[src/rtl/uart_pkg.sv]
// ============================================================================
//  Module : uart_pkg
//  Brief  : Shared UART definitions: FSM encoding, line levels, bit timing.
//  Rev    : 1.0  initial release
// ============================================================================
`default_nettype none

package uart_pkg;

    localparam logic [2:0] ST_IDLE   = 3'd0;
    localparam logic [2:0] ST_START  = 3'd1;
    localparam logic [2:0] ST_DATA   = 3'd2;
    localparam logic [2:0] ST_PARITY = 3'd3;
    localparam logic [2:0] ST_STOP   = 3'd4;

    localparam logic LINE_IDLE = 1'b1;
    localparam logic START_BIT = 1'b0;
    localparam logic STOP_BIT  = 1'b1;

    localparam int DATA_BITS = 8;

    // Integer divide: any fractional remainder becomes baud-rate error.
    function automatic int clks_per_bit(input int clk_freq, input int baud_rate);
        return clk_freq / baud_rate;
    endfunction

endpackage

`default_nettype wire

[src/rtl/uart_tx_serializer_if.sv]
// ============================================================================
//  Module : uart_tx_serializer_if
//  Brief  : Byte handshake plus serial line between UART registers and TX pin.
//  Rev    : 1.0  initial release
// ============================================================================
`default_nettype none

interface uart_tx_serializer_if;

    logic [7:0] tx_data;
    logic       tx_start;
    logic       tx_ready;
    logic       tx_busy;
    logic       tx_done;
    logic       tx;

    modport master (
        output tx_data,
        output tx_start,
        input  tx_ready,
        input  tx_busy,
        input  tx_done,
        input  tx
    );

    modport slave (
        input  tx_data,
        input  tx_start,
        output tx_ready,
        output tx_busy,
        output tx_done,
        output tx
    );

endinterface

`default_nettype wire

[src/rtl/uart_baud_tick.sv]
// ============================================================================
//  Module : uart_baud_tick
//  Brief  : Bit-period counter; bit_tick_o marks the last clock of each bit.
//  Rev    : 1.0  initial release
// ============================================================================
`default_nettype none

module uart_baud_tick #(
    parameter int CLKS_PER_BIT = 5208
) (
    input  wire logic clk,
    input  wire logic rst,
    input  wire logic clr_i,
    input  wire logic en_i,
    output logic      bit_tick_o
);

    localparam int         CNT_W    = (CLKS_PER_BIT > 1) ? $clog2(CLKS_PER_BIT) : 1;
    localparam logic [CNT_W-1:0] CNT_LAST = CNT_W'(CLKS_PER_BIT - 1);

    logic [CNT_W-1:0] cnt_q;
    logic [CNT_W-1:0] cnt_d;
    logic             w_last;

    assign w_last = (cnt_q == CNT_LAST);

    always_comb begin
        cnt_d = cnt_q;
        if (clr_i) begin
            cnt_d = '0;
        end else if (en_i) begin
            cnt_d = w_last ? '0 : cnt_q + CNT_W'(1);
        end
    end

    always_ff @(posedge clk) begin
        if (rst) begin
            cnt_q <= '0;
        end else begin
            cnt_q <= cnt_d;
        end
    end

    assign bit_tick_o = en_i & w_last;

endmodule

`default_nettype wire

[src/rtl/uart_tx_serializer.sv]
// ============================================================================
//  Module : uart_tx_serializer
//  Brief  : UART transmitter, LSB first, registered tx line. 8N1 by default,
//           8E1 when UART_TX_PARITY_EN is defined.
//  Rev    : 1.0  initial release
// ============================================================================
`default_nettype none

module uart_tx_serializer
    import uart_pkg::*;
#(
    parameter int CLK_FREQ  = 50_000_000,
    parameter int BAUD_RATE = 9600
) (
    input  wire logic            clk,
    input  wire logic            rst,
    uart_tx_serializer_if.slave  bus
);

    localparam int CLKS_PER_BIT = clks_per_bit(CLK_FREQ, BAUD_RATE);
    localparam logic [2:0] LAST_DATA_BIT = 3'(DATA_BITS - 1);

    logic [2:0]           state_q;
    logic [2:0]           state_d;
    logic [2:0]           bit_cnt_q;
    logic [2:0]           bit_cnt_d;
    logic [DATA_BITS-1:0] shreg_q;
    logic [DATA_BITS-1:0] shreg_d;
    logic                 tx_q;
    logic                 tx_d;
`ifdef UART_TX_PARITY_EN
    logic                 parity_q;
    logic                 parity_d;
`endif

    logic w_accept;
    logic w_bit_tick;
    logic w_ready;
    logic w_busy;
    logic w_done;

    assign w_accept = (state_q == ST_IDLE) && bus.tx_start;

    uart_baud_tick #(
        .CLKS_PER_BIT (CLKS_PER_BIT)
    ) u_baud_tick (
        .clk        (clk),
        .rst        (rst),
        .clr_i      (w_accept),
        .en_i       (state_q != ST_IDLE),
        .bit_tick_o (w_bit_tick)
    );

    always_ff @(posedge clk) begin
        if (rst) begin
            state_q   <= ST_IDLE;
            bit_cnt_q <= '0;
            shreg_q   <= '0;
            tx_q      <= LINE_IDLE;
`ifdef UART_TX_PARITY_EN
            parity_q  <= 1'b0;
`endif
        end else begin
            state_q   <= state_d;
            bit_cnt_q <= bit_cnt_d;
            shreg_q   <= shreg_d;
            tx_q      <= tx_d;
`ifdef UART_TX_PARITY_EN
            parity_q  <= parity_d;
`endif
        end
    end

    always_comb begin
        state_d   = state_q;
        bit_cnt_d = bit_cnt_q;
        shreg_d   = shreg_q;
`ifdef UART_TX_PARITY_EN
        parity_d  = parity_q;
`endif
        case (state_q)
            ST_IDLE: begin
                if (w_accept) begin
                    state_d   = ST_START;
                    bit_cnt_d = '0;
                    shreg_d   = bus.tx_data;
`ifdef UART_TX_PARITY_EN
                    parity_d  = ^bus.tx_data;
`endif
                end
            end
            ST_START: begin
                if (w_bit_tick) begin
                    state_d = ST_DATA;
                end
            end
            ST_DATA: begin
                if (w_bit_tick) begin
                    shreg_d   = {1'b0, shreg_q[DATA_BITS-1:1]};
                    bit_cnt_d = bit_cnt_q + 3'd1;
                    if (bit_cnt_q == LAST_DATA_BIT) begin
`ifdef UART_TX_PARITY_EN
                        state_d = ST_PARITY;
`else
                        state_d = ST_STOP;
`endif
                    end
                end
            end
`ifdef UART_TX_PARITY_EN
            ST_PARITY: begin
                if (w_bit_tick) begin
                    state_d = ST_STOP;
                end
            end
`endif
            ST_STOP: begin
                if (w_bit_tick) begin
                    state_d = ST_IDLE;
                end
            end
            default: begin
                state_d = ST_IDLE;
            end
        endcase
    end

    // The line level is chosen from the next state so tx is a clean register.
    always_comb begin
        tx_d    = LINE_IDLE;
        w_ready = (state_q == ST_IDLE);
        w_busy  = (state_q != ST_IDLE);
        w_done  = (state_q == ST_STOP) && w_bit_tick;
        case (state_d)
            ST_IDLE:   tx_d = LINE_IDLE;
            ST_START:  tx_d = START_BIT;
            ST_DATA:   tx_d = shreg_d[0];
`ifdef UART_TX_PARITY_EN
            ST_PARITY: tx_d = parity_d;
`endif
            ST_STOP:   tx_d = STOP_BIT;
            default:   tx_d = LINE_IDLE;
        endcase
    end

    assign bus.tx       = tx_q;
    assign bus.tx_ready = w_ready;
    assign bus.tx_busy  = w_busy;
    assign bus.tx_done  = w_done;

endmodule

`default_nettype wire
[src/flat_wrapper.sv]
// flat-port wrapper written by rule: the top's interface ports become plain ports
module uart_tx_serializer_flat import uart_pkg::*;
#(
    parameter int CLK_FREQ  = 50_000_000,
    parameter int BAUD_RATE = 9600
)
  (clk, rst, bus_tx_data, bus_tx_start, bus_tx_ready, bus_tx_busy, bus_tx_done, bus_tx);
  uart_tx_serializer_if bus_i ();
  input  wire logic clk;
  input  wire logic rst;
  input wire logic [$bits(bus_i.tx_data)-1:0] bus_tx_data;
  input wire logic [$bits(bus_i.tx_start)-1:0] bus_tx_start;
  output wire logic [$bits(bus_i.tx_ready)-1:0] bus_tx_ready;
  output wire logic [$bits(bus_i.tx_busy)-1:0] bus_tx_busy;
  output wire logic [$bits(bus_i.tx_done)-1:0] bus_tx_done;
  output wire logic [$bits(bus_i.tx)-1:0] bus_tx;
  assign bus_i.tx_data = bus_tx_data;
  assign bus_i.tx_start = bus_tx_start;
  assign bus_tx_ready = bus_i.tx_ready;
  assign bus_tx_busy = bus_i.tx_busy;
  assign bus_tx_done = bus_i.tx_done;
  assign bus_tx = bus_i.tx;
  uart_tx_serializer #(.CLK_FREQ(CLK_FREQ), .BAUD_RATE(BAUD_RATE)) u_core (.clk(clk), .rst(rst), .bus(bus_i));
endmodule
[config.mk]
export PLATFORM = sky130hd
export DESIGN_NAME = uart_tx_serializer_flat
export DESIGN_NICKNAME = d
export VERILOG_FILES = /design/src/rtl/uart_pkg.sv /design/src/rtl/uart_tx_serializer_if.sv /design/src/rtl/uart_baud_tick.sv /design/src/rtl/uart_tx_serializer.sv /design/src/flat_wrapper.sv
export SDC_FILE = /design/constraint.sdc
export NUM_CORES = 1
export LEC_CHECK = 0
export ABC_CLOCK_PERIOD_IN_PS = 2800
export CAP_MARGIN = 20
export CORE_ASPECT_RATIO = 1.25
export CORE_MARGIN = 10
export CORE_UTILIZATION = 40
export CTS_BUF_LIST = sky130_fd_sc_hd__clkbuf_16
export DETAILED_ROUTE_END_ITERATION = 10
export PLACE_DENSITY_LB_ADDON = 0.2
export SLEW_MARGIN = 20
export SYNTH_ARGS = -nofsm -noshare
export SYNTH_HDL_FRONTEND = slang
export SYNTH_HIERARCHICAL = 1
export SYNTH_SLANG_ARGS = --single-unit
[constraint.sdc]
create_clock -name clk -period 2.8 [get_ports clk]
set_clock_uncertainty 0.05 [all_clocks]
set_input_delay 0.28 -clock clk [delete_from_list [all_inputs] [get_ports clk]]
set_output_delay 0.28 -clock clk [all_outputs]
set_load 0.01 [all_outputs]
Yosys cells after proc, flatten, opt, wreduce, memory -nomap -nowiden
Cells that the tools add are included.
{"block": "word_totals", "reg_bits": 28, "output_inout_bits": 4, "in_bits": 11}
{"block": "op_classes", "n_bitwise": 1, "n_addsub": 2, "n_reduce_logical": 7, "muxes": 14, "eq_ne": 9}
{"cell": "$mux 3", "count": 7}
{"cell": "$mux 8", "count": 2}
{"cell": "$pmux 8 s2", "count": 1}
{"cell": "$add 13x1->13 const B", "count": 1}
{"cell": "$eq 13x13->1 const B", "count": 1}
{"cell": "$mux 13", "count": 1}
{"cell": "$pmux 3 s4", "count": 1}
{"cell": "$eq 3x1->1 const B", "count": 2}
{"cell": "$eq 3x2->1 const B", "count": 2}
{"cell": "$eq 3x3->1 const B", "count": 2}
{"cell": "$pmux 3 s2", "count": 1}
{"cell": "$ne 2x1->1 const B", "count": 2}
{"cell": "$add 3x1->3 const B", "count": 1}
{"cell": "$logic_not 3->1", "count": 1}
{"cell": "$reduce_and 3->1", "count": 1}
{"cell": "$reduce_bool 3->1", "count": 1}
{"cell": "$logic_and 1x1->1", "count": 2}
{"cell": "$pmux 1 s2", "count": 1}
{"cell": "$reduce_bool 2->1", "count": 1}
{"cell": "$reduce_or 2->1", "count": 1}
{"cell": "$and 1x1->1", "count": 1}

Logic depth before layout (Yosys ltp)
{"block": "logic_depth", "word_depth": 6, "depth_mapped": 11}

By module
The synthesis kept the hierarchy.
{"mod": "uart_tx_serializer", "cells_each": 77, "area_per_inst_um2": 684.4, "seq_area_each_um2": 300.3, "n_inst": 1}
{"mod": "uart_baud_tick", "cells_each": 70, "area_per_inst_um2": 638.1, "seq_area_each_um2": 260.2, "n_inst": 1}

Worst setup path before layout
OpenSTA, ideal clock, no wires.
{"block": "synth_timing", "path_type": "register to register", "startpoint": "register u_core.state_q[0]", "endpoint": "register u_core.tx_q (netlist: u_core/bus.tx)", "path_buffers": 3, "setup_slack_ps": 193, "path_stages_with_launch": 11, "arrival_time_ps": 2438, "t_required_ps": 2630, "cell_sequence": "dfxtp_1 > buf_4 > or3_1 > buf_2 > nand4_1 > nor2_1 > and4bb_2 > buf_4 > a22oi_1 > or4b_1 > a211o_1"}
{"block": "synth_via", "elab_chain_cells": 6, "word_cells_on_any_way": 19}
{"element": "start: declaration", "line_no": "uart_tx_serializer.sv:23", "source": "logic [2:0] state_q;"}
{"element": "start signal: assignment", "line_no": "uart_tx_serializer.sv:64", "source": "state_q <= state_d;"}
{"element": "$reduce_bool 3->1 *"}
{"element": "via bus_tx_busy", "line_no": "flat_wrapper.sv:14", "source": "output wire logic [$bits(bus_i.tx_busy)-1:0] bus_tx_busy;"}
{"element": "$and 1x1->1 *", "line_no": "uart_baud_tick.sv:44", "source": "assign bit_tick_o = en_i & w_last;"}
{"element": "via u_core.w_bit_tick", "line_no": "uart_tx_serializer.sv:37", "source": "logic w_bit_tick;"}
{"element": "$mux 3 (on tied branches)", "line_no": "uart_tx_serializer.sv:118, uart_tx_serializer.sv:93, uart_tx_serializer.sv:98"}
{"element": "$pmux 3 s4", "line_no": "uart_tx_serializer.sv:81", "source": "case (state_q)"}
{"element": "$eq 3x2->1 / $eq 3x1->1 (equally long branches)", "line_no": "uart_tx_serializer.sv:134", "source": "case (state_d)"}
{"element": "$pmux 1 s2 *", "line_no": "uart_tx_serializer.sv:134"}
{"element": "end signal: assignment", "line_no": "uart_tx_serializer.sv:67", "source": "tx_q <= tx_d;"}
{"element": "end: declaration", "line_no": "uart_tx_serializer.sv:29", "source": "logic tx_q;"}
Mark *: on every way through the listed nets, which the timed path passes. The rest lies on a longest branch. The select of a mux whose other input is x is not followed.
A chain may end at the register's enable or synchronous reset.

Final worst setup path
{"block": "layout_timing", "startpoint": "register u_core.u_baud_tick.cnt_q[7]", "endpoint": "output port bus_tx_done"}
{"block": "layout_via", "elab_chain_cells": 3}
{"element": "start: declaration", "line_no": "uart_baud_tick.sv:21", "source": "logic [CNT_W-1:0] cnt_q;"}
{"element": "start signal: assignment", "line_no": "uart_baud_tick.sv:40", "source": "cnt_q <= cnt_d;"}
{"element": "$eq 13x13->1", "line_no": "uart_baud_tick.sv:25", "source": "assign w_last = (cnt_q == CNT_LAST);"}
{"element": "$and 1x1->1", "line_no": "uart_baud_tick.sv:44"}
{"element": "via u_core.w_bit_tick", "line_no": "uart_tx_serializer.sv:37"}
{"element": "$logic_and 1x1->1", "line_no": "uart_tx_serializer.sv:133", "source": "w_done = (state_q == ST_STOP) && w_bit_tick;"}
{"element": "end: declaration", "line_no": "flat_wrapper.sv:15", "source": "output wire logic [$bits(bus_i.tx_done)-1:0] bus_tx_done;"}
The timed path passes the listed nets, and every way through them passes these cells.

==> impl_results.md <==
- VDD IR-drop max: 0.320 mV
- H-tree lvl count: 1
- Placed cell count: 194
- Placer Congestion: 0.857
- FILL cells: 301
- Sequential share of power: 46.0%
- Maximum buffer depth of the clock tree: 2
- All-Layer GR Usage: 8.95%
- Yosys Warn Count: 6
- Post-synth design cell area: 0.00132 mm^2
- First-pass GRT wire length: 4540 um
- Worst r2r src: u_core/u_baud_tick/cnt_q[7]
- Crit Path Max Fanout: 6
- Finished Layout Cells: 198
- Multi-input gate area: 704 um^2
- Worst EP arrival: 2.26 ns
- Hold depth: 2
- Vias/cell: 5.38
- Worst slack, placed: 0.371 ns
- Die Ht: 84.3 um
- TritonRoute pass-1 iters: 4
- Total Nets Final: 176
- Max Cap Viol: 0
- CTS tree: done
- Final period util: 92.5%
- Starting Density: 41.4%
- Status: completed
- Combinational power share: 8.0%
- Leakage: 0.558 nW
- Synth async-reset ratio: 0%
- Io pins: 15
- RSZ-0062 raised after global routing: false
- GRT overflow: 0
- CP Launch Type: flop
- Via count: 1066
- Post-CTS Hold Fix Bufs: 0
- Critical Path RT: 2.47 ns
- Clk sinks: 28
- Antenna diode count: 0
- Final Critical Period: 2.59 ns
- Wire per inst: 13.5 um
- Hpwl dp: 1970 um
- Root Driver: clkbuf_16
- Initial antenna violation count: 0
- Cell count after synthesis: 147
- Distinct cells, synth: 34
- Worst Setup SP: u_core/u_baud_tick/cnt_q[7]
- Worst Tran Pin Value: 0.736 ns
- Initial DRC count: 81
- Clock Latency Late Sink: 0.26 ns
- Antenna Violating Nets Remaining: 0
- Slew HR: 50.8%
- Layout area overhead: 20.5%
- Max-slew violations: 0
- Mapped Avg Cell Area: 9.00 um^2
- Fraction of layout cells with a size suffix above 1: 8.07%
- RR Endpoint: u_core/bus.tx
- Hold Path Class: flop to flop
- # rows: 23
- Sw power: 0.178 mW
- Cts bufs inserted: 3
- Most used DFF post-synth: dfxtp_1
- PostCTS Resize Cnt: 0
- Post-CTS Setup Repair Bufs: 0
- FMAX: 386 MHz
- Clock-pin slew on the worst setup and hold paths: 0.07 ns
- DRC: 0
- Reg2reg path depth: 7
- Crit path capture type: output port
- Final WS setup: 0.209 ns
- Port bufs: 14
- WL final: 2680 um
- Clock power frac: 46.0%
- Synthesized Nets: 161
- Post-synth EDFFs: 0
- Final setup viols: 0
- Crit path capture: bus_tx_done
- Vias in the first global route: 1045
- Setup TNS: 0 ns
- Sequential-to-total area share from yosys stat: 42.4%
- Final core utilization: 49.9%
- Core area: 0.00319 mm^2
- Power Density: 571 mW/mm^2
- Kind of critical path: flop to output port
- Synth Register Bits: 28
- Switching Fraction: 19.6%
- Die X: 71.4 um
- Final Hold Vio Count: 0
- Internal Power: 0.732 mW
- Full die area: 0.00602 mm^2
- Register area: 561 um^2
- Reg2reg setup slack: 0.30 ns
- Largest net degree at the start of global routing: 17
## cell usage in the layout, fill, tap and decap left out, types with 3 or more instances in the layout
cell	n
dfxtp_1	28
nor2_1	23
nand2_1	15
clkdlybuf4s50_1	14
a21oi_1	10
xnor2_1	9
a22oi_1	8
nor3_1	6
inv_1	4
nand4_1	4
clkbuf_16	3
buf_4	3
nand3b_1	3
ha_1	3
xor2_1	3
## synthesized netlist by cell type (2+ instances only)
master | instances | area share, %
dfxtp_1 | 28 | 42
nor2_1 | 23 | 6.5
nand2_1 | 15 | 4.3
a21oi_1 | 10 | 3.8
xnor2_1 | 9 | 6.0
a22oi_1 | 8 | 4.5
nor3_1 | 6 | 2.3
buf_4 | 4 | 2.3
inv_1 | 4 | 1.1
nand4_1 | 4 | 1.9
ha_1 | 3 | 2.8
nand3b_1 | 3 | 1.7
xor2_1 | 3 | 2.0
clkbuf_1 | 2 | 0.57
mux2i_1 | 2 | 1.5
nand2b_1 | 2 | 0.95
nand3_1 | 2 | 0.76
nor3b_1 | 2 | 1.1
or3_1 | 2 | 0.95
## metrics by stage
stage / power, mW / area, um^2 / hold slack [ns]
2_1_floorplan: 0.470 / 1320 / 0.299
3_3_place_gp: 0.499 / 1490 / 0.393
6_report: 0.910 / 1590 / 0.406
3_5_place_dp: 0.501 / 1490 / 0.399
4_1_cts: 0.917 / 1590 / 0.408
5_1_grt: 0.942 / 1590 / 0.436
## worst min path at each step
stage | start | to | slack [ns]
2_1_floorplan | rst | u_core/shreg_q[4] | 0.30
3_3_place_gp | u_core/bit_cnt_q[1] | u_core/bit_cnt_q[1] | 0.39
3_5_place_dp | u_core/shreg_q[4] | u_core/shreg_q[4] | 0.40
4_1_cts | u_core/shreg_q[4] | u_core/shreg_q[4] | 0.41
5_1_grt | u_core/shreg_q[0] | u_core/shreg_q[0] | 0.44
6_report | u_core/shreg_q[4] | u_core/shreg_q[4] | 0.41
## metal layers
| metal | up-vias | wire length (um) | global-route usage (%) |
|---|---|---|---|
| li1 | 542 | - | - |
| met1 | 507 | 1130 | 9.60 |
| met2 | 15 | 1450 | 15.8 |
| met3 | 2 | 59 | 1.77 |
| met4 | 0 | 31 | 4.94 |
| met5 | - | 0 | 0 |
## worst max-delay path: stages (launching register included)
cell and delay [ns]:
dfxtp_1 0.36, nor4b_1 0.32, nand3b_1 0.17, nor2_1 0.32
nor3b_1 0.25, clkdlybuf4s50_1 0.58
## power groups by stage
stage | combinational [mW] | sequential (mW) | clock (mW)
after floorplan | 0.0465 | 0.424 | 0
after global placement | 0.0718 | 0.427 | 0
after detailed placement | 0.0733 | 0.428 | 0
after CTS | 0.0734 | 0.418 | 0.425
after global routing | 0.0802 | 0.420 | 0.442
final | 0.0730 | 0.418 | 0.419
## area by class of cell
type,instances,share of cell area (%)
multi-input combinational,108,44.2
timing repair buffer,17,10.2
tap,37,2.90
clock buffer,3,4.71
clock inverter,1,1.88
inverter,4,0.942
sequential,28,35.2
## cells by family (layout without fill, tap and decap cells)
group | Yosys count | count (layout) | share of synthesized area, %
buffers and inverters | 11 | 25 | 4.35
flip-flops | 28 | 28 | 42.4
XOR/XNOR | 12 | 12 | 7.95
AO/OA/AOI/OAI | 22 | 22 | 10.8
AND/OR/NAND/NOR | 69 | 69 | 30.2
adder cells (fa/ha/maj) | 3 | 3 | 2.84
multiplexers | 2 | 2 | 1.51
## state kept, by name (all words and copies together) (netlist names)
signal and count:
u_core/u_baud_tick/cnt_q 13, u_core/shreg_q 8, u_core/bit_cnt_q 3, u_core/state_q 3
u_core/bus.tx 1
(Power assumes the default switching activity.)
